$ cat src/rtl/regfile_scoreboard_pkg.sv
// Shared sizing for the register file scoreboard: index width, data width, register count.
package regfile_scoreboard_pkg;

    localparam int unsigned W_RD  = 5;
    localparam int unsigned W_OPR = 32;
    localparam int unsigned N_REG = 2 ** W_RD;
    localparam int unsigned WORD  = W_OPR;

    typedef logic [W_RD-1:0]  reg_idx_t;
    typedef logic [W_OPR-1:0] reg_data_t;

endpackage

$ cat src/rtl/regfile_scoreboard_if.sv
// Read, reserve, writeback and cancel signals between the issue stage and the scoreboard.
interface regfile_scoreboard_if #(
    parameter int unsigned W_RD  = regfile_scoreboard_pkg::W_RD,
    parameter int unsigned W_OPR = regfile_scoreboard_pkg::W_OPR
);
    logic [W_RD-1:0]  r0_i;
    logic [W_RD-1:0]  r1_i;
    logic             w_reserve_i;
    logic [W_OPR-1:0] r_opr0_o;
    logic [W_OPR-1:0] r_opr1_o;
    logic             reserved_o;
    logic             wb_v_i;
    logic [W_RD-1:0]  wb_r_i;
    logic [W_OPR-1:0] wb_data_i;
    logic             cancel_v_i;
    logic [W_RD-1:0]  cancel_r_i;
    logic             busy_o;

    modport master (
        output r0_i, r1_i, w_reserve_i, wb_v_i, wb_r_i, wb_data_i, cancel_v_i, cancel_r_i,
        input  r_opr0_o, r_opr1_o, reserved_o, busy_o
    );

    modport slave (
        input  r0_i, r1_i, w_reserve_i, wb_v_i, wb_r_i, wb_data_i, cancel_v_i, cancel_r_i,
        output r_opr0_o, r_opr1_o, reserved_o, busy_o
    );
endinterface

$ cat src/rtl/regfile_scoreboard_reg_reserve_table.sv
// Per-register pending-write bits; a reservation in the same cycle wins over writeback/cancel clears.
module reg_reserve_table #(
    parameter int unsigned W_RD  = regfile_scoreboard_pkg::W_RD,
    parameter int unsigned N_REG = regfile_scoreboard_pkg::N_REG
) (
    input  logic            clk,
    input  logic            reset,
    input  logic            set_v,
    input  logic [W_RD-1:0] set_r,
    input  logic            wb_v,
    input  logic [W_RD-1:0] wb_r,
    input  logic            cancel_v,
    input  logic [W_RD-1:0] cancel_r,
    input  logic [W_RD-1:0] rd0_r,
    input  logic [W_RD-1:0] rd1_r,
    output logic            rd0_res,
    output logic            rd1_res,
    output logic            busy
);
    import regfile_scoreboard_pkg::*;

    logic [N_REG-1:0] res;
    logic [N_REG-1:0] set_mask;
    logic [N_REG-1:0] clr_mask;

    always_comb begin
        set_mask = '0;
        clr_mask = '0;
        if (set_v)    set_mask[set_r]    = 1'b1;
        if (wb_v)     clr_mask[wb_r]     = 1'b1;
        if (cancel_v) clr_mask[cancel_r] = 1'b1;
    end

    // Clear first, then OR in the set so a same-cycle reserve leaves the bit high.
    always_ff @(posedge clk or posedge reset) begin
        if (reset) begin
            res <= '0;
        end else begin
            res <= (res & ~clr_mask) | set_mask;
        end
    end

    assign rd0_res = res[rd0_r];
    assign rd1_res = res[rd1_r];
    assign busy    = |res;

endmodule

$ cat src/rtl/regfile_scoreboard.sv
// Register file with same-cycle writeback bypass and a RAW-hazard scoreboard on the read ports.
module regfile_scoreboard #(
    parameter int unsigned W_RD  = regfile_scoreboard_pkg::W_RD,
    parameter int unsigned W_OPR = regfile_scoreboard_pkg::W_OPR,
    parameter int unsigned N_REG = regfile_scoreboard_pkg::N_REG
) (
    input  logic                 clk,
    input  logic                 reset,
    regfile_scoreboard_if.slave  bus
);
    import regfile_scoreboard_pkg::*;

    logic [W_OPR-1:0] regs [N_REG];
    logic             wb_hit0;
    logic             wb_hit1;
    logic             res0;
    logic             res1;
    logic             busy;

    assign wb_hit0 = bus.wb_v_i && (bus.wb_r_i == bus.r0_i);
    assign wb_hit1 = bus.wb_v_i && (bus.wb_r_i == bus.r1_i);

    always_ff @(posedge clk or posedge reset) begin
        if (reset) begin
            for (int unsigned i = 0; i < N_REG; i++) begin
                regs[i] <= '0;
            end
        end else if (bus.wb_v_i) begin
            regs[bus.wb_r_i] <= bus.wb_data_i;
        end
    end

    reg_reserve_table #(
        .W_RD  (W_RD),
        .N_REG (N_REG)
    ) u_reserve (
        .clk      (clk),
        .reset    (reset),
        .set_v    (bus.w_reserve_i),
        .set_r    (bus.r0_i),
        .wb_v     (bus.wb_v_i),
        .wb_r     (bus.wb_r_i),
        .cancel_v (bus.cancel_v_i),
        .cancel_r (bus.cancel_r_i),
        .rd0_r    (bus.r0_i),
        .rd1_r    (bus.r1_i),
        .rd0_res  (res0),
        .rd1_res  (res1),
        .busy     (busy)
    );

    // A writeback landing this cycle both supplies the operand and resolves its hazard.
    always_comb begin
        bus.r_opr0_o   = wb_hit0 ? bus.wb_data_i : regs[bus.r0_i];
        bus.r_opr1_o   = wb_hit1 ? bus.wb_data_i : regs[bus.r1_i];
        bus.reserved_o = (res0 && !wb_hit0) || (res1 && !wb_hit1);
        bus.busy_o     = busy;
    end

endmodule

$ cat src/flat_wrapper.sv
// flat-port wrapper written by rule: the top's interface ports become plain ports
module regfile_scoreboard_flat import regfile_scoreboard_pkg::*;
#(
    parameter int unsigned W_RD  = regfile_scoreboard_pkg::W_RD,
    parameter int unsigned W_OPR = regfile_scoreboard_pkg::W_OPR,
    parameter int unsigned N_REG = regfile_scoreboard_pkg::N_REG
)
  (clk, reset, bus_r0_i, bus_r1_i, bus_w_reserve_i, bus_wb_v_i, bus_wb_r_i, bus_wb_data_i, bus_cancel_v_i, bus_cancel_r_i, bus_r_opr0_o, bus_r_opr1_o, bus_reserved_o, bus_busy_o);
  regfile_scoreboard_if #(.W_RD(W_RD), .W_OPR(W_OPR)) bus_i ();
  input  logic clk;
  input  logic reset;
  input wire logic [$bits(bus_i.r0_i)-1:0] bus_r0_i;
  input wire logic [$bits(bus_i.r1_i)-1:0] bus_r1_i;
  input wire logic [$bits(bus_i.w_reserve_i)-1:0] bus_w_reserve_i;
  input wire logic [$bits(bus_i.wb_v_i)-1:0] bus_wb_v_i;
  input wire logic [$bits(bus_i.wb_r_i)-1:0] bus_wb_r_i;
  input wire logic [$bits(bus_i.wb_data_i)-1:0] bus_wb_data_i;
  input wire logic [$bits(bus_i.cancel_v_i)-1:0] bus_cancel_v_i;
  input wire logic [$bits(bus_i.cancel_r_i)-1:0] bus_cancel_r_i;
  output wire logic [$bits(bus_i.r_opr0_o)-1:0] bus_r_opr0_o;
  output wire logic [$bits(bus_i.r_opr1_o)-1:0] bus_r_opr1_o;
  output wire logic [$bits(bus_i.reserved_o)-1:0] bus_reserved_o;
  output wire logic [$bits(bus_i.busy_o)-1:0] bus_busy_o;
  assign bus_i.r0_i = bus_r0_i;
  assign bus_i.r1_i = bus_r1_i;
  assign bus_i.w_reserve_i = bus_w_reserve_i;
  assign bus_i.wb_v_i = bus_wb_v_i;
  assign bus_i.wb_r_i = bus_wb_r_i;
  assign bus_i.wb_data_i = bus_wb_data_i;
  assign bus_i.cancel_v_i = bus_cancel_v_i;
  assign bus_i.cancel_r_i = bus_cancel_r_i;
  assign bus_r_opr0_o = bus_i.r_opr0_o;
  assign bus_r_opr1_o = bus_i.r_opr1_o;
  assign bus_reserved_o = bus_i.reserved_o;
  assign bus_busy_o = bus_i.busy_o;
  regfile_scoreboard #(.W_RD(W_RD), .W_OPR(W_OPR), .N_REG(N_REG)) u_core (.clk(clk), .reset(reset), .bus(bus_i));
endmodule
$ cat config.mk
export PLATFORM = sky130hd
export DESIGN_NAME = regfile_scoreboard_flat
export DESIGN_NICKNAME = d
export VERILOG_FILES = /design/src/rtl/regfile_scoreboard_pkg.sv /design/src/rtl/regfile_scoreboard_if.sv /design/src/rtl/regfile_scoreboard_reg_reserve_table.sv /design/src/rtl/regfile_scoreboard.sv /design/src/flat_wrapper.sv
export SDC_FILE = /design/constraint.sdc
export NUM_CORES = 2
export LEC_CHECK = 0
export CORE_ASPECT_RATIO = 0.8
export CORE_MARGIN = 4
export CORE_UTILIZATION = 35
export CTS_CLUSTER_DIAMETER = 40
export CTS_CLUSTER_SIZE = 28
export DETAILED_ROUTE_END_ITERATION = 10
export PLACE_DENSITY_LB_ADDON = 0.3
export SLEW_MARGIN = 40
export SYNTH_ARGS = -nofsm -noshare
export SYNTH_HDL_FRONTEND = slang
export SYNTH_SLANG_ARGS = --single-unit
$ cat constraint.sdc
create_clock -name clk -period 55.5 [get_ports clk]
set_input_delay 8.325 -clock clk [delete_from_list [all_inputs] [get_ports clk]]
set_output_delay 8.325 -clock clk [all_outputs]
set_load 0.05 [all_outputs]
; ---- Yosys cells after proc, flatten, opt, wreduce, memory -nomap -nowiden
; Index checks and enable logic that the tools add are counted.
; Widths: inputs -> output; s select.
[word_totals]
reg_bits = 1056
word_cells = 89
[op_classes]
magnitude_cmp = 11
eq_ne = 2
n_mux = 24
bitwise = 7
reduce_logical = 12
[ops]
columns = operator, n
row1 = $bwmux 1024, 1
row2 = $bmux 32 s5, 2
row3 = $mux 32, 10
row4 = $demux 32 s5, 1
row5 = $or 32x32->32, 2
row6 = $and 32x32->32, 1
row7 = $not 32->32, 1
row8 = $reduce_or 32->1, 1
row9 = $lt 5x6->1 const B, 4
row10 = $ge 6x6->1 const B, 3
row11 = $not 5->6, 3
row12 = $demux 1 s5, 3
row13 = $ge 5x1->1 const B, 3
row14 = $bmux 1 s5, 2
row15 = $eq 5x5->1, 2
row16 = $logic_and 1x1->1, 8
row17 = $lt 6x1->1 const B, 1
row18 = $mux 1, 5
row19 = $logic_not 1->1, 2
row20 = $logic_or 1x1->1, 1

; ---- Logic depth before layout (Yosys ltp)
[logic_depth]
ltp_word = 10
mapped_depth = 9
ltp_nobuf = 5

; ---- Hierarchy
; Synthesis repeated with hierarchy kept, for this count alone.
[hier_totals]
cells_unflattened = 4470
area_unflattened_um2 = 58906.5
[modules_own_cells]
columns = module, instances, cells_per_inst, area_per_inst_um2
row1 = regfile_scoreboard, 1, 4206, 56469.2
row2 = reg_reserve_table, 1, 264, 2437.3

; ---- Worst setup path before layout
; OpenSTA, ideal clock, no wires.
[synth_path]
kind = input to output
start = input bus_r1_i[2]
end = output bus_reserved_o
arrival_ns = 10.528
t_required_ns = 47.175
setup_slack_ns = 36.647
stages = 7
path_cell_list = buf_4 -> clkbuf_1 -> mux4_2 -> mux2i_1 -> mux2i_1 -> mux2i_1 -> o21ai_0
[synth_via]
elab_chain_len = 5
[synth_lines]
columns = element, line_no
row1 = start: declaration, flat_wrapper.sv:13  ; input wire logic [$bits(bus_i.r1_i)-1:0] bus_r1_i;
row2 = "parallel branches: the longest is 3 deep, another holds $bmux 1 s5", -
row3 = $logic_and 1x1->1 *, regfile_scoreboard.sv:56  ; bus.reserved_o = (res0 && !wb_hit0) || (res1 && !wb_hit1);
row4 = $logic_or 1x1->1 *, regfile_scoreboard.sv:56
row5 = end: declaration, flat_wrapper.sv:22  ; output wire logic [$bits(bus_i.reserved_o)-1:0] bus_reserved_o;
; Every way passes the cells marked *. The select of a mux whose other input is x is not followed.

; ---- Worst setup path after layout
[layout_path]
start = input bus_r0_i[0]
end = output bus_r_opr0_o[27]
[layout_via]
elab_chain_len = 5
[layout_lines]
columns = element, line_no
row1 = start: declaration, flat_wrapper.sv:12  ; input wire logic [$bits(bus_i.r0_i)-1:0] bus_r0_i;
row2 = $not 5->6 (implied by the code), regfile_scoreboard.sv:54  ; bus.r_opr0_o = wb_hit0 ? bus.wb_data_i : regs[bus.r0_i];
row3 = $bmux 32 s5, regfile_scoreboard.sv:54
row4 = $mux 32 (implied by the code) (2 in a row), regfile_scoreboard.sv:54
row5 = $mux 32 *, regfile_scoreboard.sv:54
row6 = end: declaration, flat_wrapper.sv:20  ; output wire logic [$bits(bus_i.r_opr0_o)-1:0] bus_r_opr0_o;
; Mark *: on every way between the ends. The rest lies on a longest branch, timed or not. The select of a mux whose other input is x is not followed.

==> flow_summary.toml <==
[run_status]
status = "finished clean"

[routing]
drt-total-wl_um = 194000
vias = 36700
antenna_left = 0
drt-vias-per-instance = 6.25
drc_errors = 0
drt_iter0_markers = 3739
routedWlPerCell_um = 33.0
firstDrtPassIters = 5

[worst_setup_path]
cp-end-kind = "output port"
slowest_stage = "clkdlybuf4s50_1"
critical_path.max_fanout = 56
path_cells = "buf_8 > buf_6 > buf_6 > buf_6 > mux4_2 > a22oi_1 > nand4_1 > mux2_2 > clkdlybuf4s50_1"
rr_endpoint = "u_core.regs[851]"
crit_arrival_ps = 12840
path_common_cell = "buf_6"
slowest_delay_ps = 710
cp_data_required_time_ps = 47180
cp-start-kind = "input port"
reg2reg_depth = 1
path_class = "in2out"
timing.rr.start = "u_core.regs[851]"
reg2reg_slack_ps = 54690

[cts]
clockBufferDepth = 3
cts_hold_buf = 0
h-tree-depth = 4
clk_latency_ps = 770
clockRootBuffer = "clkbuf_16"
clock-sinks = 1056
postCtsSetupRepairBufs = 0
cts_tree = "done"
cts_resized = 0
cts_buffers = 134
cts.clk_slew.worst_paths_ps = 50

[floorplanning]
ios = 123
die_w_um = 456
die_area_um2 = 167000
start_util_pct = 35.2
rows = 131
die_h_um = 366
core_area_um2 = 159000

[sta]
fin_skew_ps = 0
fin_crit_ps = 21170
timing.final.ws_setup_ps = 34330
rsz0062_at_grt = "false"
finalHoldViolCount = 0
holdWs_ps = 523
setup_tns_ps = 0
slew_headroom_pct = 37.4
max_freq_mhz = 47.2
setup_viol = 0
worst_slew_pin_slew_ps = 938
fin_crit_sh_pct = 38.1
slew_viol_final = 0

[place]
finalWeightedCongestion = 0.770
post-place-ws_ps = 33740
io_buffer_count = 122
place_hpwl_um = 98400
dp_cells = 5629

[logic_synthesis]
yosys.area.top_type = "dfrtp_1"
yosys_warnings = 0
syn_area_um2 = 56200
ys_types = 42
ys_ff_latch = 1056
seq_area_frac_synth_pct = 47.0
synthCells = 3683
ys.flop_type = "dfrtp_1"
synth_edf_count = 0
yosysMostFrequentCell = "mux2_2"
async_reset_ff_share_pct = 100
netlist_top_cells_count = "1,057 x mux2_2, 1,056 x dfrtp_1, 499 x mux4_2, 194 x clkbuf_1, 133 x a22oi_1"
netlist_top_cells_area = "dfrtp_1 47%, mux2_2 21%, mux4_2 20%"
synth_nets = 3740
avgSynthCellArea_um2 = 15.3
synth_top_area_share_pct = 47.0

[global_routing]
grt_pass1_vias = 37300
grt_max_degree = 123
antenna_found_initial = 8
grtUsageTotal_pct = 22.9
grt_pass1_wl_um = 282000
grt-ovfl-total = 0

[worst_hold_path]
hp-class = "reg2reg"
holdPathStages = 1
hp-start = "u_core.regs[558]"
min_delay_worst_endpoint = "u_core.regs[558]"

[finish]
fillers = 14600
final_cells = 5874
layout-drive-gt1-share_pct = 52.4
nNetsFinal = 3695
syn_to_final_growth_pct = 14.7

[flow_run]
maxCapViolCount = 0

[power]
fin_total_pwr_w = 0.00249
peakVddDrop_v = 0.0000280
p_leak_nw = 26.9
power_density_nw_per_um2 = 38.7
-- registers in the layout, summed over array words and instances (netlist names) --
signal and count:
u_core.u_reserve.res 32, u_core.regs 1024
-- per-stage QoR --
stage	instance area, µm²	utilization [%]
floorplan	56200	-
global placement	59300	37.2
detailed placement	59600	37.4
CTS	64400	40.4
global route	64400	40.4
finish	64400	40.4
-- cells in the final DEF (no fill, tap or decap), drive strengths merged, types with 23 or more instances in the layout --
| master | count |
|---|---|
| clkbuf | 157 |
| mux4 | 499 |
| o211ai | 29 |
| a22oi | 133 |
| inv | 27 |
| nand2 | 41 |
| mux2 | 1057 |
| dfrtp | 1056 |
| clkdlybuf4s50 | 104 |
| bufinv | 23 |
| a22o | 46 |
| o22ai | 62 |
| nand4 | 34 |
| clkinv | 33 |
| a221oi | 29 |
| o21ai | 34 |
| buf | 119 |
| mux2i | 100 |
| nor2 | 25 |
| nor3 | 33 |
-- how the worst max path moves through the flow --
| stage | start | to | slack, ps | cells past startpoint |
|---|---|---|---|---|
| 2_1_floorplan | reset | u_core.regs[0] | 17450 | 1 |
| 4_1_cts | bus_r0_i[0] | bus_r_opr0_o[1] | 33740 | 9 |
| 3_5_place_dp | bus_r0_i[0] | bus_r_opr0_o[1] | 33740 | 9 |
| 3_3_place_gp | bus_r0_i[0] | bus_r_opr0_o[1] | 33480 | 9 |
| 5_1_grt | bus_r0_i[0] | bus_r_opr0_o[1] | 33930 | 9 |
| 6_report | bus_r0_i[0] | bus_r_opr0_o[27] | 34330 | 9 |
-- layout make-up --
cell class,count,area (µm²),share of cell area [%]
multi-input combinational,2219,28400,44.1
tap,2128,2660,4.13
sequential,1056,26400,41.0
clock buffer,156,3570,5.54
clock inverter,85,1220,1.89
antenna,3,7.51,0.0117
timing repair buffer,224,2140,3.33
inverter,3,23.8,0.0369
-- worst max-delay path: cells and delay by family --
family | cells | cell delay [ps]
multiplexers | 2 | 900
AO/OA/AOI/OAI | 1 | 250
buffers and inverters | 5 | 2930
AND/OR/NAND/NOR | 1 | 190
-- power breakdown --
part / leakage (nW) / internal, W / switching, W / total, W
registers: 13.5 / 0.000922 / 0.000117 / 0.00104
clock network: 2.35 / 0.000576 / 0.000371 / 0.000947
logic: 11.0 / 0.000289 / 0.000216 / 0.000505
-- logic make-up (layout without fill, tap and decap cells) --
| logic type | count (synthesis) | after routing | synth area share [%] |
|---|---|---|---|
| AO/OA/AOI/OAI | 369 | 369 | 4.81 |
| XOR/XNOR | 10 | 10 | 0.156 |
| buffers and inverters | 408 | 468 | 3.27 |
| flip-flops | 1056 | 1056 | 47.0 |
| multiplexers | 1656 | 1656 | 43.0 |
| other | 0 | 3 | 0 |
| AND/OR/NAND/NOR | 184 | 184 | 1.79 |
-- layer usage --
metal  track usage [%]  up-vias  wire length (µm)  share of wire (%)
met3              4.64      337             14700                7.6
met4              7.95        0              6530                3.4
met1              31.9    20200             82600                 43
met2              35.9     1665             89900                 46
met5                 0        -                 0                  0
li1                  -    14500                 -                  -
(Power assumes the default switching activity.)
